$ cat config.mk
export PLATFORM = sky130hd
export DESIGN_NAME = uart_transceiver
export DESIGN_NICKNAME = d
export VERILOG_FILES = /design/src/rtl/uart_transceiver.sv
export SDC_FILE = /design/constraint.sdc
export NUM_CORES = 1
export LEC_CHECK = 0
export CORE_UTILIZATION = 40
export CTS_BUF_LIST = sky130_fd_sc_hd__clkbuf_8
export DETAILED_ROUTE_END_ITERATION = 6
export PLACE_DENSITY = 0.66
export SLEW_MARGIN = 25
export SYNTH_ARGS = -nofsm -noshare
export SYNTH_HDL_FRONTEND = slang
export SYNTH_SLANG_ARGS = --single-unit
$ cat constraint.sdc
create_clock -name i_clk -period 2.8 [get_ports i_clk]
set_clock_uncertainty 0.1 [all_clocks]
set_input_delay 0.84 -clock i_clk [delete_from_list [all_inputs] [get_ports i_clk]]
set_output_delay 0.84 -clock i_clk [all_outputs]
set_load 0.02 [all_outputs]
$ cat src/rtl/uart_transceiver.sv
`default_nettype none
// ============================================================================
//  Module   : uart_transceiver
//  Purpose  : Independent 8N1 UART transmitter and receiver sharing one clock.
//             Bit timing is a fixed number of clocks per bit. The receiver
//             synchronises its line, rejects short start glitches and
//             discards frames whose stop bit is low.
//  Revision : 1.0 - initial release
// ============================================================================
module uart_transceiver #(
    parameter int TICKS_PER_BIT      = 434,
    parameter int TICKS_PER_BIT_SIZE = 9
) (
    input  logic       i_clk,
    input  logic       i_rst_n,
    // transmitter
    input  logic       i_tx_start,
    input  logic [7:0] i_tx_data,
    output logic       o_tx_done,
    output logic       o_tx_busy,
    output logic       o_tx_dout,
    // receiver
    input  logic       i_rx_enable,
    input  logic       i_rx_din,
    output logic [7:0] o_rx_data,
    output logic       o_rx_recv,
    output logic       o_rx_busy
);

    localparam int W = TICKS_PER_BIT_SIZE;

    // Terminal count of a full bit and of the half-bit start qualification.
    localparam logic [W-1:0] c_TICK_LAST = W'(TICKS_PER_BIT - 1);
    localparam logic [W-1:0] c_HALF_LAST = W'((TICKS_PER_BIT / 2) - 1);
    localparam logic [W-1:0] c_TICK_ONE  = W'(1);

    // ------------------------------------------------------------------------
    // Transmitter
    // ------------------------------------------------------------------------
    typedef enum logic [2:0] {
        TX_IDLE  = 3'd0,
        TX_START = 3'd1,
        TX_DATA  = 3'd2,
        TX_STOP  = 3'd3,
        TX_DONE  = 3'd4
    } tx_state_e;

    tx_state_e    tx_state_q, tx_state_d;
    logic [W-1:0] tx_cnt_q,   tx_cnt_d;
    logic [2:0]   tx_idx_q,   tx_idx_d;
    logic [7:0]   tx_byte_q,  tx_byte_d;

    // Transmitter state, tick counter, bit index and latched byte.
    always_ff @(posedge i_clk or negedge i_rst_n) begin
        if (!i_rst_n) begin
            tx_state_q <= TX_IDLE;
            tx_cnt_q   <= '0;
            tx_idx_q   <= '0;
            tx_byte_q  <= '0;
        end else begin
            tx_state_q <= tx_state_d;
            tx_cnt_q   <= tx_cnt_d;
            tx_idx_q   <= tx_idx_d;
            tx_byte_q  <= tx_byte_d;
        end
    end

    // Transmitter next state and Moore outputs; the byte is only captured in
    // IDLE so late changes to i_tx_data cannot corrupt a frame in flight.
    always_comb begin
        tx_state_d = tx_state_q;
        tx_cnt_d   = tx_cnt_q;
        tx_idx_d   = tx_idx_q;
        tx_byte_d  = tx_byte_q;
        o_tx_done  = 1'b0;
        o_tx_busy  = 1'b1;
        o_tx_dout  = 1'b1;

        case (tx_state_q)
            TX_IDLE: begin
                o_tx_busy = 1'b0;
                tx_cnt_d  = '0;
                tx_idx_d  = '0;
                if (i_tx_start) begin
                    tx_byte_d  = i_tx_data;
                    tx_state_d = TX_START;
                end
            end
            TX_START: begin
                o_tx_dout = 1'b0;
                if (tx_cnt_q == c_TICK_LAST) begin
                    tx_cnt_d   = '0;
                    tx_state_d = TX_DATA;
                end else begin
                    tx_cnt_d = tx_cnt_q + c_TICK_ONE;
                end
            end
            TX_DATA: begin
                o_tx_dout = tx_byte_q[tx_idx_q];
                if (tx_cnt_q == c_TICK_LAST) begin
                    tx_cnt_d = '0;
                    if (tx_idx_q == 3'd7) begin
                        tx_idx_d   = '0;
                        tx_state_d = TX_STOP;
                    end else begin
                        tx_idx_d = tx_idx_q + 3'd1;
                    end
                end else begin
                    tx_cnt_d = tx_cnt_q + c_TICK_ONE;
                end
            end
            TX_STOP: begin
                if (tx_cnt_q == c_TICK_LAST) begin
                    tx_cnt_d   = '0;
                    tx_state_d = TX_DONE;
                end else begin
                    tx_cnt_d = tx_cnt_q + c_TICK_ONE;
                end
            end
            TX_DONE: begin
                o_tx_busy  = 1'b0;
                o_tx_done  = 1'b1;
                tx_state_d = TX_IDLE;
            end
            default: begin
                o_tx_busy  = 1'b0;
                tx_cnt_d   = '0;
                tx_idx_d   = '0;
                tx_state_d = TX_IDLE;
            end
        endcase
    end

    // ------------------------------------------------------------------------
    // Receiver
    // ------------------------------------------------------------------------
    typedef enum logic [2:0] {
        RX_IDLE    = 3'd0,
        RX_START   = 3'd1,
        RX_DATA    = 3'd2,
        RX_STOP    = 3'd3,
        RX_CLEANUP = 3'd4
    } rx_state_e;

    logic [1:0]   rx_sync_q;
    logic         rx_s;
    rx_state_e    rx_state_q, rx_state_d;
    logic [W-1:0] rx_cnt_q,   rx_cnt_d;
    logic [2:0]   rx_idx_q,   rx_idx_d;
    logic [7:0]   rx_shift_q, rx_shift_d;
    logic [7:0]   rx_data_q,  rx_data_d;
    logic         rx_recv_q,  rx_recv_d;

    // Two-flop synchroniser; presets to the idle (mark) level.
    always_ff @(posedge i_clk or negedge i_rst_n) begin
        if (!i_rst_n) begin
            rx_sync_q <= 2'b11;
        end else begin
            rx_sync_q <= {rx_sync_q[0], i_rx_din};
        end
    end

    assign rx_s = rx_sync_q[1];

    // Receiver state, counters, shift register and output holding registers.
    always_ff @(posedge i_clk or negedge i_rst_n) begin
        if (!i_rst_n) begin
            rx_state_q <= RX_IDLE;
            rx_cnt_q   <= '0;
            rx_idx_q   <= '0;
            rx_shift_q <= '0;
            rx_data_q  <= '0;
            rx_recv_q  <= 1'b0;
        end else begin
            rx_state_q <= rx_state_d;
            rx_cnt_q   <= rx_cnt_d;
            rx_idx_q   <= rx_idx_d;
            rx_shift_q <= rx_shift_d;
            rx_data_q  <= rx_data_d;
            rx_recv_q  <= rx_recv_d;
        end
    end

    // Receiver next state: qualify the start bit at half a bit, then sample
    // every full bit so each data sample lands near mid-bit.
    always_comb begin
        rx_state_d = rx_state_q;
        rx_cnt_d   = rx_cnt_q;
        rx_idx_d   = rx_idx_q;
        rx_shift_d = rx_shift_q;
        rx_data_d  = rx_data_q;
        rx_recv_d  = 1'b0;

        case (rx_state_q)
            RX_IDLE: begin
                rx_cnt_d = '0;
                rx_idx_d = '0;
                if (i_rx_enable && !rx_s) begin
                    rx_state_d = RX_START;
                end
            end
            RX_START: begin
                if (rx_cnt_q == c_HALF_LAST) begin
                    rx_cnt_d = '0;
                    // A line back at mark by mid start bit was only a glitch.
                    rx_state_d = rx_s ? RX_IDLE : RX_DATA;
                end else begin
                    rx_cnt_d = rx_cnt_q + c_TICK_ONE;
                end
            end
            RX_DATA: begin
                if (rx_cnt_q == c_TICK_LAST) begin
                    rx_cnt_d   = '0;
                    rx_shift_d = {rx_s, rx_shift_q[7:1]};
                    if (rx_idx_q == 3'd7) begin
                        rx_idx_d   = '0;
                        rx_state_d = RX_STOP;
                    end else begin
                        rx_idx_d = rx_idx_q + 3'd1;
                    end
                end else begin
                    rx_cnt_d = rx_cnt_q + c_TICK_ONE;
                end
            end
            RX_STOP: begin
                if (rx_cnt_q == c_TICK_LAST) begin
                    rx_cnt_d = '0;
                    // A low stop bit is a framing error: drop the byte.
                    if (rx_s) begin
                        rx_data_d = rx_shift_q;
                        rx_recv_d = 1'b1;
                    end
                    rx_state_d = RX_CLEANUP;
                end else begin
                    rx_cnt_d = rx_cnt_q + c_TICK_ONE;
                end
            end
            RX_CLEANUP: begin
                rx_state_d = RX_IDLE;
            end
            default: begin
                rx_cnt_d   = '0;
                rx_idx_d   = '0;
                rx_state_d = RX_IDLE;
            end
        endcase
    end

    assign o_rx_data = rx_data_q;
    assign o_rx_recv = rx_recv_q;
    assign o_rx_busy = (rx_state_q == RX_DATA) || (rx_state_q == RX_STOP);

endmodule
`default_nettype wire

# [Word-level counts from Yosys, hierarchy flattened]
# Index checks and enable logic that the tools add are counted.
[classes] addsub=4 n_mul=0 div=0 n_lt_le_gt_ge=1 eq_ne=23 n_shift=0 mux=32 bitwise=2 n_reduce_logical=16
[op_table] operator="3-bit two-way mux" count=14
[op_table] operator="9-bit two-way mux" count=3
[op_table] operator="9-bit case mux with 3 select lines" count=1
[op_table] operator="3-bit case mux with 4 select lines" count=2
[op_table] operator="2-bit != test (second input constant)" count=10
[op_table] operator="9-bit by 1-bit adder with 9-bit output (second input constant)" count=2
[op_table] operator="9-bit == test (second input constant)" count=2
[op_table] operator="9-bit case mux with 2 select lines" count=1
[op_table] operator="3-bit by 2-bit == test with 1-bit output (second input constant)" count=4
[op_table] operator="3-bit == test (second input constant)" count=4
[op_table] operator="3-bit case mux with 2 select lines" count=2
[op_table] operator="5-bit AND reduction" count=2
[op_table] operator="9-bit by 8-bit == test with 1-bit output (second input constant)" count=1
[op_table] operator="3-bit OR reduction" count=3
[op_table] operator="2-bit AND reduction" count=4
[op_table] operator="3-bit by 1-bit adder with 3-bit output (second input constant)" count=2
[op_table] operator="3-bit by 1-bit == test with 1-bit output (second input constant)" count=2
[op_table] operator="3-bit logical NOT" count=2
[op_table] operator="1-bit two-way mux" count=6
[op_table] operator="3-bit by 4-bit < comparator with 1-bit output (second input constant)" count=1
[op_table] operator="1-bit binary-select mux with 3-bit select" count=1
[op_table] operator="3-bit AND reduction" count=1
[op_table] operator="2-bit two-way mux" count=1
[op_table] operator="1-bit inverter" count=2
[op_table] operator="5 further kinds" count=5
[word_totals] register_bits=57 latchBits=0 mem_bits_rw=0 rom_bits=0 in_bits=13 out_inout_bits=13 elab_cells=89 n_memories=0

# [Depth between registers and ports, before layout]
# Gate-level depths: netlist (run 1).
[logic_depth] depth_word=4 mapped_depth=7 depth_no_buf=6

# [Worst setup path after synthesis (run 1)]
# No wires, ideal clock.
[synth_path] path_type="register to output" startpoint="register tx_idx_q[1]" endpoint="output port o_tx_dout" arrival_ps=1195 setup_slack_ps=665 path_stages_with_launch=4 n_path_buf=0 path_cell_list="dfrtp_1 > mux4_2 > mux2i_1 > a21oi_1"
[synth_via] elab_chain_len=3
[synth_lines] element="start: declaration" line="50" text="logic [2:0] tx_idx_q, tx_idx_d;"
[synth_lines] element="start signal: assignment" line="63" text="tx_idx_q <= tx_idx_d;"
[synth_lines] element="1-bit binary-select mux with 3-bit select" line="99" text="o_tx_dout = tx_byte_q[tx_idx_q];"
[synth_lines] element="1-bit two-way mux (implied by the code)" line="99"
[synth_lines] element="1-bit case mux with 2 select lines" line="79" text="case (tx_state_q)"
[synth_lines] element="end: declaration" line="21" text="output logic o_tx_dout,"
# No other way between the ends. The select of a mux whose other input is x is not followed.

# [Final worst setup path (run 1)]
[layout_path] startpoint="register tx_state_q[2]" endpoint="output port o_tx_busy"
[layout_via] elab_chain_len=3 elab_cells_between_ends=5
[layout_lines] element="start: declaration" line="48" text="tx_state_e tx_state_q, tx_state_d;"
[layout_lines] element="start signal: assignment" line="61" text="tx_state_q <= tx_state_d;"
[layout_lines] element="3-bit by 2-bit == test with 1-bit output or 3-bit by 1-bit == test with 1-bit output (tied branches)" line="79"
[layout_lines] element="3-bit OR reduction (no line) *"
[layout_lines] element="1-bit two-way mux *" line="79"
[layout_lines] element="end: declaration" line="20" text="output logic o_tx_busy,"
# Every way passes the cells marked *; elsewhere a longest branch is shown, timed or not.

==> results.md, run 1 <==
- Post-route total power: around 2.2 mW
- Arr. time, crit path: 1700 ps
- Placed inst area: 3350 um^2
- Setup TNS Final: 0 ps
- Final max-slew violation count: 0
- CTS tree: done
- Leakage: ~1.6 nW
- Crit path required time: ~1900 ps
- I/O Pins: 26
- Avg Cell Area, Syn: 11.2 um^2
- Number of synthesized flops with an enable pin: 0
- Clock latency on the worst-skew pair: 330 ps
- Peak supply drop: between 200 and 300 uV
- Placed cell count: between 300 and 400
- Seq cells post-synth: 57
- Post-synthesis cell area: 2980 um^2
- Synth warn: 0
- Seq/Total Area, Yosys: ~48%
- Post-DRT Antenna Nets: 0
- Core ar.: 7210 um^2
- Status: complete, no violations
- Nets@finish: around 320
- Clock power frac: 42.2%
- Initial antenna violation count: 0
- Pre-CTS setup slack: 163 ps
- Fin crit period: 2640 ps
- Area share of the largest cell type after synthesis: 46.2%
- Hold Path Class: register to register
- First-pass GRT wire length: 9380 um
- Internal Pwr Total: 1.67 mW
- Total Wirelength: between 5000 and 6000 um
- Async S/R FF share, synth: 100%
- Die H: between 80 and 90 um
- Crit-path max FO: 11
- Top post-synthesis cells by area: dfrtp_1, mux2_2, o21ai_0
- Hold Path Sink: rx_sync_q[1]$_DFF_PN1_
- Initial drt markers: 66
- Mapped Cells: 267
- Critical hold path startpoint: rx_sync_q[0]$_DFF_PN1_
- Fillers: 655
- Tcrit/Tclk final: a little over nine tenths
- Final setup fails: 0
- Total grt overflow: 0
- GRT Overall Usage: ~16%
- Synth area leader: dfrtp_1
- Setup slack after layout: 165 ps
- DIE WIDTH: 88.3 um
- Die ar.: 7800 um^2
- Reg2reg end: rx_state_q[2]$_DFFE_PN0P_
- Pin count of the biggest net entering global routing: 58
- Vias in the first global route: 2035
- Worst Hold Depth: 0
- Initial Util: 41.3%
- Final core occ: between 40% and 50%
- HPWL after detailed placement: 3680 um
- Setup Crit Path Kind: register to output pin
- Slew headroom: 58.6%
- Cell row count: 31
- DR pass1 iterations: 4
- # clock sinks: 57
- Post-route cell area: 3600 um^2
- H-tree Lvls: 3
- Fin. Hold Viols: 0
- NetSw: between 0.5 and 0.6 mW
- DRC violations left: 0
- Synth Net Count: 289
- Maximum buffer depth of the clock tree: 2
- Distinct cells, synth: 60
- # port buffers: 25
- Main synth FF type: dfrtp_1
- RR Startpoint: rx_cnt_q[1]$_DFFE_PN0P_
- R2R setup slack: about 800 ps
- Worst Reg-to-Reg Cells: 6
- Vias: 2137
- Seq pwr share: 43.4%
- Comb power frac: roughly 14%
- Placer Congestion: 0.820
- Sw frac: around a quarter
- Hold_ws: around 260 ps
- Vias per inst: 5.29
- Clk slew on worst S/H paths: 60 ps
- Final non-filler cell total: ~400
- Drt wl/cell: between 10 and 15 um
- Unrepaired setup endpoints after global routing: false
- Post-CTS Hold Buffers: 0
- Share of cells above drive strength 1: 21.0%
- Number of CTS-inserted buffers: 9
- Clock root cell: clkbuf_8
- Fmax: 379 MHz
- Max cap viols: 0
- CP Launch Type: register
- Slew @ Worst Pin: 617 ps
- Crit end category: output pin
- Pwr dens: 616 nW/um^2
- Area grow syn2layout: 20.7%
- Antenna Cells: 0
==> synthesized netlist by cell type, types with 3 or more instances <==
| cell | instances |
|---|---|
| a22o_1 | 3 |
| o21ai_0 | 32 |
| or3_1 | 3 |
| inv_1 | 10 |
| o22ai_1 | 3 |
| mux2_4 | 7 |
| nand2_1 | 19 |
| a21oi_1 | 5 |
| a21boi_0 | 6 |
| dfrtp_1 | 55 |
| and3_1 | 3 |
| nor3b_1 | 4 |
| ha_1 | 9 |
| nor2_1 | 16 |
| nor3_1 | 3 |
| a22oi_1 | 3 |
| nand3_1 | 5 |
| nand2b_1 | 3 |
| o211ai_1 | 4 |
| nor2b_1 | 4 |
| buf_2 | 3 |
| nor4b_1 | 3 |
| o21ai_1 | 3 |
| mux2_2 | 16 |
==> critical path, stage by stage, from the launching register on <==
cell             delay (ps)
dfrtp_2                 490
o21ba_2                 280
clkdlybuf4s50_1         600
==> logic make-up after synthesis <==
family / after synthesis / share of synthesized area (%)
flip-flops: 57 / 47.9
multiplexers: 28 / 12.1
adder cells (fa/ha/maj): 9 / 3.78
buffers and inverters: 18 / 2.90
AO/OA/AOI/OAI: 69 / 14.7
AND/OR/NAND/NOR: 83 / 17.7
XOR/XNOR: 3 / 0.882
==> power groups by stage <==
stage	clock network, mW	registers (mW)	logic (mW)
global placement	0	0.971	0.320
finish	0.936	0.962	0.319
detailed placement	0	0.975	0.330
floorplan	0	0.946	0.241
CTS	0.964	0.960	0.325
global route	1.00	0.972	0.358
==> worst max-delay path by stage <==
| stage | startpoint | endpoint | slack (ps) | cells after the start |
|---|---|---|---|---|
| 2_1_floorplan | tx_idx_q[1]$_DFFE_PN0P_ | o_tx_dout | 670 | 3 |
| 3_3_place_gp | tx_idx_q[1]$_DFFE_PN0P_ | o_tx_dout | 170 | 4 |
| 3_5_place_dp | tx_idx_q[1]$_DFFE_PN0P_ | o_tx_dout | 160 | 4 |
| 4_1_cts | tx_state_q[0]$_DFFE_PN0P_ | o_tx_done | 4 | 4 |
| 5_1_grt | tx_state_q[2]$_DFFE_PN0P_ | o_tx_busy | 100 | 2 |
| 6_report | tx_state_q[2]$_DFFE_PN0P_ | o_tx_busy | 160 | 2 |
==> sequential cells by signal, summed over array words and instances (netlist names) <==
register    cells
tx_byte_q       8
tx_cnt_q        9
tx_idx_q        3
o_rx_data       8
rx_idx_q        3
rx_sync_q       2
rx_cnt_q        9
rx_shift_q      8
tx_state_q      3
o_rx_recv       1
rx_state_q      3
==> what timing repair did <==
item                       4_1_cts  5_1_grt
buffers inserted                 0        0
resized for setup                3        6
pin swaps                        0        0
setup endpoints to repair        2        3
==> final cells by class <==
class                      count  area [um^2]  area share (%)
multi-input combinational    192         1470            40.7
clock buffer                  10          138            3.83
inverter                      11         41.3            1.15
tap                           99          124            3.44
timing repair buffer          29          288            8.00
clock inverter                 6          106            2.96
sequential                    57         1430            39.9
==> placed cells by master (no fill, tap or decap), types with 3 or more instances in the layout <==
cell,instances
a21boi_0,6
a21oi_1,5
a22o_1,3
a22oi_1,3
and3_1,3
buf_4,3
bufinv_16,3
clkbuf_8,10
clkdlybuf4s50_1,21
dfrtp_1,51
dfrtp_2,4
ha_1,9
inv_1,11
mux2_2,16
mux2_4,7
nand2_1,19
nand2b_1,3
nand3_1,5
nor2_1,16
nor2b_1,4
nor3_1,3
nor3b_1,4
nor4b_1,3
o211ai_1,4
o21ai_0,32
o21ai_1,3
o22ai_1,3
or3_1,3
==> per-layer routing <==
metal  vias to the layer above  track usage (%)  share of wire, %  routed length (um)
met4                         0             6.60               1.3                  69
met2                        32             24.3                46                2520
met5                         -                0                 0                   0
li1                       1048                -                 -                   -
met1                      1050             20.7                49                2700
met3                         7             5.32               3.8                 210
(Power assumes the default switching activity.)
==> run 2, diff against run 1 <==
Settings changed: CORE_UTILIZATION 40 to 45, PLACE_DENSITY 0.66 to 0.72.
==> results.md, run 2 (same netlist as run 1, synthesis figures left out) <==
- Vias: 2176 (+1.8%)
- Met2 WL post-DR: 2670 um (+6.0%)
- Critical path buffers and inverters: 1 (unchanged)
- Crit path required time: 1860 ps (about the same)
- Setup Crit Path Kind: register to output pin
- Largest registers: rx_cnt_q x9, tx_cnt_q x9
- Maximum buffer depth of the clock tree: 2 (unchanged)
- Pre-CTS setup slack: 144 ps (-18.3 ps)
- Crit-path slowest cell: mux4_2
- I/O Pins: 26 (unchanged)
- GRT Overall Usage: 17.3% (+1.4 points)
- Core ar.: 6390 um^2 (-11%)
- Fmax: 372 MHz (-2.0%)
- Most frequent cells in the layout: dfrtp_1, o21ai_0, clkdlybuf4s50_1, nand2_1
- Setup Fix Bufs, Post-CTS: 0 (unchanged)
- Crit-path max FO: 5 (-6)
- Max cap viols: 0 (unchanged)
- Vias per inst: 5.71 (+8.0%)
- Peak supply drop: 429 uV (+51%)
- WL met1: 2570 um (-4.7%)
- Post-DRT Antenna Nets: 0 (unchanged)
- Unrepaired setup endpoints after global routing: false
- Number of CTS-inserted buffers: 9 (unchanged)
- Fin. Hold Viols: 0 (unchanged)
- Clk slew on worst S/H paths: 60 ps (about the same)
- Placed inst area: 3310 um^2 (-1.0%)
- DRC violations left: 0 (unchanged)
- Leakage: 1.56 nW (-0.33%)
- Cell row count: 29 (-6.5%)
- Placer Congestion: 0.800 (-2.4%)
- Slew @ Worst Pin: 604 ps (-12.5 ps)
- CTS tree: done
- CP Launch Type: register
- Pwr dens: 601 nW/um^2 (-2.4%)
- Final max-slew violation count: 0 (unchanged)
- Arr. time, crit path: 1750 ps (+50 ps)
- Post-route total power: 2.13 mW (-3.8%)
- # clock sinks: 57 (unchanged)
- Initial antenna violation count: 0 (unchanged)
- Clock latency on the worst-skew pair: 330 ps (about the same)
- Total Wirelength: 5520 um (+0.35%)
- Crit path largest cell delay: 500 ps (-100 ps)
- Slew headroom: 59.6% (+1.0 points)
- Die H: 83.4 um (-5.6%)
- Uppermost layer routed: met4
- Die ar.: 6950 um^2 (-11%)
- First-pass GRT wire length: 9600 um (+2.3%)
- Nets@finish: 321 (-0.31%)
- DR pass1 iterations: 4 (unchanged)
- Antenna Cells: 0 (unchanged)
- Area grow syn2layout: 18.9%
- HPWL after detailed placement: 3700 um (+0.63%)
- Setup TNS Final: 0 ps (unchanged)
- Initial Util: 46.7% (+5.4 points)
- H-tree Lvls: 3 (unchanged)
- Final setup fails: 0 (unchanged)
- Crit end category: output pin
- Crit-path cells: mux4_2, mux2i_1, a21oi_1, clkdlybuf4s15_1
- Pin count of the biggest net entering global routing: 58 (unchanged)
- Post-CTS Hold Buffers: 0 (unchanged)
- DIE WIDTH: 83.4 um (-5.6%)
- Fin crit period: 2690 ps (+54.8 ps)
- # port buffers: 25 (unchanged)
- Vias in the first global route: 2129 (+4.6%)
- Post-route cell area: 3540 um^2 (-1.4%)
- Clock root cell: clkbuf_8
- Setup slack after layout: 110 ps (-54.8 ps)
- Share of cells above drive strength 1: 19.7% (-1.2 points)
- Most common cell after layout, fill and taps aside: dfrtp_1
- Total grt overflow: 0 (unchanged)
- Initial drt markers: 78 (+18%)
- Tcrit/Tclk final: 96.1% (+2.0 points)
- Status: complete, no violations
- Hold Path Class: register to register
- DR WL met3: 219 um (+4.3%)
- Drt wl/cell: 14.5 um (+6.4%)
- Delay-heaviest family, CP: multiplexers
run 2: power by group:
part	internal [mW]	total [mW]	switching, mW
clock network	0.540	0.851	0.311
logic	0.169	0.318	0.149
registers	0.899	0.963	0.0638
run 2: worst paths after layout:
check	end	cells after the start	startpoint	slack, ps
setup reg to reg	tx_cnt_q[3]$_DFFE_PN0N_	6	tx_cnt_q[1]$_DFFE_PN0N_	800
setup / recovery	o_tx_dout	4	tx_idx_q[1]$_DFFE_PN0P_	110
hold / removal	rx_sync_q[1]$_DFF_PN1_	0	rx_sync_q[0]$_DFF_PN1_	260
max in group asynchronous	rx_sync_q[0]$_DFF_PN1_	2	i_rst_n	1900
hold reg to reg	rx_sync_q[1]$_DFF_PN1_	0	rx_sync_q[0]$_DFF_PN1_	260
min in group asynchronous	tx_cnt_q[0]$_DFFE_PN0N_	2	i_rst_n	390
run 2: routing by layer:
layer	up-vias	track usage, %
li1	1045	-
met1	1079	21.1
met2	46	28.8
met3	6	5.07
met4	0	6.58
met5	-	0
run 2: worst register-to-register path, delay by kind of cell, from the launching register on:
kind,cells,cell delay [ps]
AOI/OAI and AO/OA,3,980
DFF,1,390
adders and majority gates,1,170
and+or+nand+nor,1,160
buffers and inverters,1,80
run 2: stage by stage:
step	hold WS (ps)	utilization [%]	std cells
global route	259	55.5	381
floorplan	245	-	267
CTS	258	55.4	381
detailed placement	249	51.9	365
global placement	247	51.9	365
finish	256	55.5	381
run 2: final cells by class:
class / instances / area, um^2
Fill cell: 533 / 2840
Timing Repair Buffer: 28 / 285
Clock buffer: 11 / 151
Inverter: 11 / 41.3
Sequential cell: 57 / 1430
Tap cell: 77 / 96.3
Clock inverter: 5 / 71.3
Multi-Input combinational cell: 192 / 1470
run 2: timing repair:
item | in CTS | in global routing
endpoints found under the setup margin | 2 | 3
cloned | 0 | 0
resized for setup | 3 | 5
==> run 3, diff against run 2 <==
Settings changed: CTS_CLUSTER_SIZE set to 20, REMOVE_ABC_BUFFERS set to 1, SKIP_LAST_GASP set to 1.
==> results.md, run 3 (same netlist as run 1, synthesis figures left out) <==
- Area grow syn2layout: 17.9%
- Antenna Cells: 0 (unchanged)
- Final non-filler cell total: 380 (-0.26%)
- Hold_ws: 262 ps (+6.19 ps)
- Clk slew on worst S/H paths: 70 ps (about the same)
- Slew @ Worst Pin: 631 ps (+27.1 ps)
- Final max-slew violation count: 0 (unchanged)
- Vias per inst: 5.62 (-1.7%)
- Post-CTS Hold Buffers: 0 (unchanged)
- # port buffers: 25 (unchanged)
- Placed inst area: 3310 um^2 (unchanged)
- Crit-path max FO: 11 (+6)
- GRT Overall Usage: 17.4% (+0.14 points)
- Delay-heaviest family, CP: buffers and inverters
- Clock root cell: clkbuf_8
- Pin count of the biggest net entering global routing: 58 (unchanged)
- Initial antenna violation count: 0 (unchanged)
- Initial Util: 46.7% (unchanged)
- Critical path buffers and inverters: 2 (+1)
- Most common cell after layout, fill and taps aside: dfrtp_1
- Placed cell count: 365 (unchanged)
- Leakage: 1.52 nW (-2.3%)
- Arr. time, crit path: 1790 ps (+40 ps)
- Share of cells above drive strength 1: 20.1% (+0.40 points)
- Hold Path Class: register to register
- Clock latency on the worst-skew pair: 340 ps (about the same)
- Fin. Hold Viols: 0 (unchanged)
- Die H: 83.4 um (unchanged)
- # clock sinks: 57 (unchanged)
- Core ar.: 6390 um^2 (unchanged)
- Setup Crit Path Kind: register to output pin
- Setup Fix Bufs, Post-CTS: 0 (unchanged)
- Crit-path slowest cell: clkdlybuf4s50_1
- Unrepaired setup endpoints after global routing: true
- Pre-CTS setup slack: 135 ps (-9.49 ps)
- Vias: 2134 (-1.9%)
- Crit path required time: 1860 ps (about the same)
- HPWL after detailed placement: 3690 um (-0.37%)
- Drt wl/cell: 14.2 um (-2.0%)
- Post-DRT Antenna Nets: 0 (unchanged)
- Peak supply drop: 432 uV (+0.75%)
- Fmax: 367 MHz (-1.3%)
- Vias in the first global route: 2078 (-2.4%)
- Tcrit/Tclk final: 97.3% (+1.3 points)
- Die ar.: 6950 um^2 (unchanged)
- Slew headroom: 57.6% (-2.0 points)
- Fin crit period: 2730 ps (+35.2 ps)
- Crit end category: output pin
- DRC violations left: 0 (unchanged)
- Number of CTS-inserted buffers: 9 (unchanged)
- Initial drt markers: 125 (+60%)
- DR pass1 iterations: 4 (unchanged)
- CP Launch Type: register
- H-tree Lvls: 3 (unchanged)
- Total grt overflow: 0 (unchanged)
- Largest registers: rx_cnt_q x9, tx_cnt_q x9
- Total Wirelength: 5390 um (-2.2%)
- Max cap viols: 0 (unchanged)
- Maximum buffer depth of the clock tree: 2 (unchanged)
- Final core occ: 55.0% (-0.47 points)
- Cell row count: 29 (unchanged)
- Placer Congestion: 0.807 (+0.89%)
- Pwr dens: 582 nW/um^2 (-3.3%)
- Most frequent cells in the layout: dfrtp_1, o21ai_0, clkdlybuf4s50_1, nand2_1
- Post-route cell area: 3510 um^2 (-0.85%)
- Nets@finish: 321 (unchanged)
- Setup slack after layout: 74.8 ps (-35.2 ps)
- I/O Pins: 26 (unchanged)
- Status: complete, no violations
- DIE WIDTH: 83.4 um (unchanged)
- Crit path largest cell delay: 590 ps (+90 ps)
- CTS tree: done
- Crit-path cells: nor2_1, nand2_1, clkinv_1, clkdlybuf4s50_1
- Final setup fails: 0 (unchanged)
- First-pass GRT wire length: 9590 um (about the same)
==> run 3: cell types whose count changed in the layout (fill, tap and decap cells not counted) <==
cell,before,now
inv_1,13,11
clkinv_2,0,2
clkdlybuf4s50_1,21,22
dlymetal6s2s_1,2,1
bufinv_16,2,1
==> run 3: routing by layer <==
| layer | routed length, um | share of wire (%) | global-route usage (%) |
|---|---|---|---|
| met5 | 0 | 0 | 0 |
| met4 | 80 | 1.5 | 5.80 |
| met3 | 201 | 3.7 | 5.86 |
| met2 | 2500 | 46 | 25.9 |
| met1 | 2610 | 48 | 23.9 |
==> run 3: path summary, 6_finish.rpt <==
kind	from	endpoint	slack, ps	depth (start not counted)
setup / recovery	tx_state_q[1]$_DFFE_PN0P_	o_tx_done	70	4
hold / removal	rx_sync_q[0]$_DFF_PN1_	rx_sync_q[1]$_DFF_PN1_	260	0
setup reg to reg	rx_cnt_q[1]$_DFFE_PN0P_	rx_state_q[2]$_DFFE_PN0P_	840	6
hold reg to reg	rx_sync_q[0]$_DFF_PN1_	rx_sync_q[1]$_DFF_PN1_	260	0
max in group asynchronous	i_rst_n	rx_sync_q[0]$_DFF_PN1_	1900	2
min in group asynchronous	i_rst_n	tx_cnt_q[3]$_DFFE_PN0N_	390	2
==> run 3: metrics by stage <==
| stage | TNS (ps) | power (mW) |
|---|---|---|
| after global placement | 0 | 1.29 |
| final | 0 | 2.04 |
| after global routing | -18.0 | 2.16 |
| after detailed placement | 0 | 1.30 |
| after CTS | 0 | 2.07 |
| after floorplan | 0 | 1.18 |
==> run 3: layout make-up <==
type | instances | area, um^2
Multi-Input combinational cell | 192 | 1470
Sequential cell | 57 | 1430
Inverter | 11 | 41.3
Fill cell | 556 | 2870
Clock inverter | 4 | 43.8
Timing Repair Buffer | 28 | 283
Tap cell | 77 | 96.3
Clock buffer | 11 | 151
==> run 3: what timing repair did <==
action | 4_1_cts | 5_1_grt
endpoints found under the setup margin | 2 | 3
pin swaps | 0 | 0
resized for setup | 3 | 4
==> run 3: report_power, final <==
group	internal [mW]	switching (mW)
Clock	0.448	0.317
Combinational	0.168	0.149
Sequential	0.899	0.0630
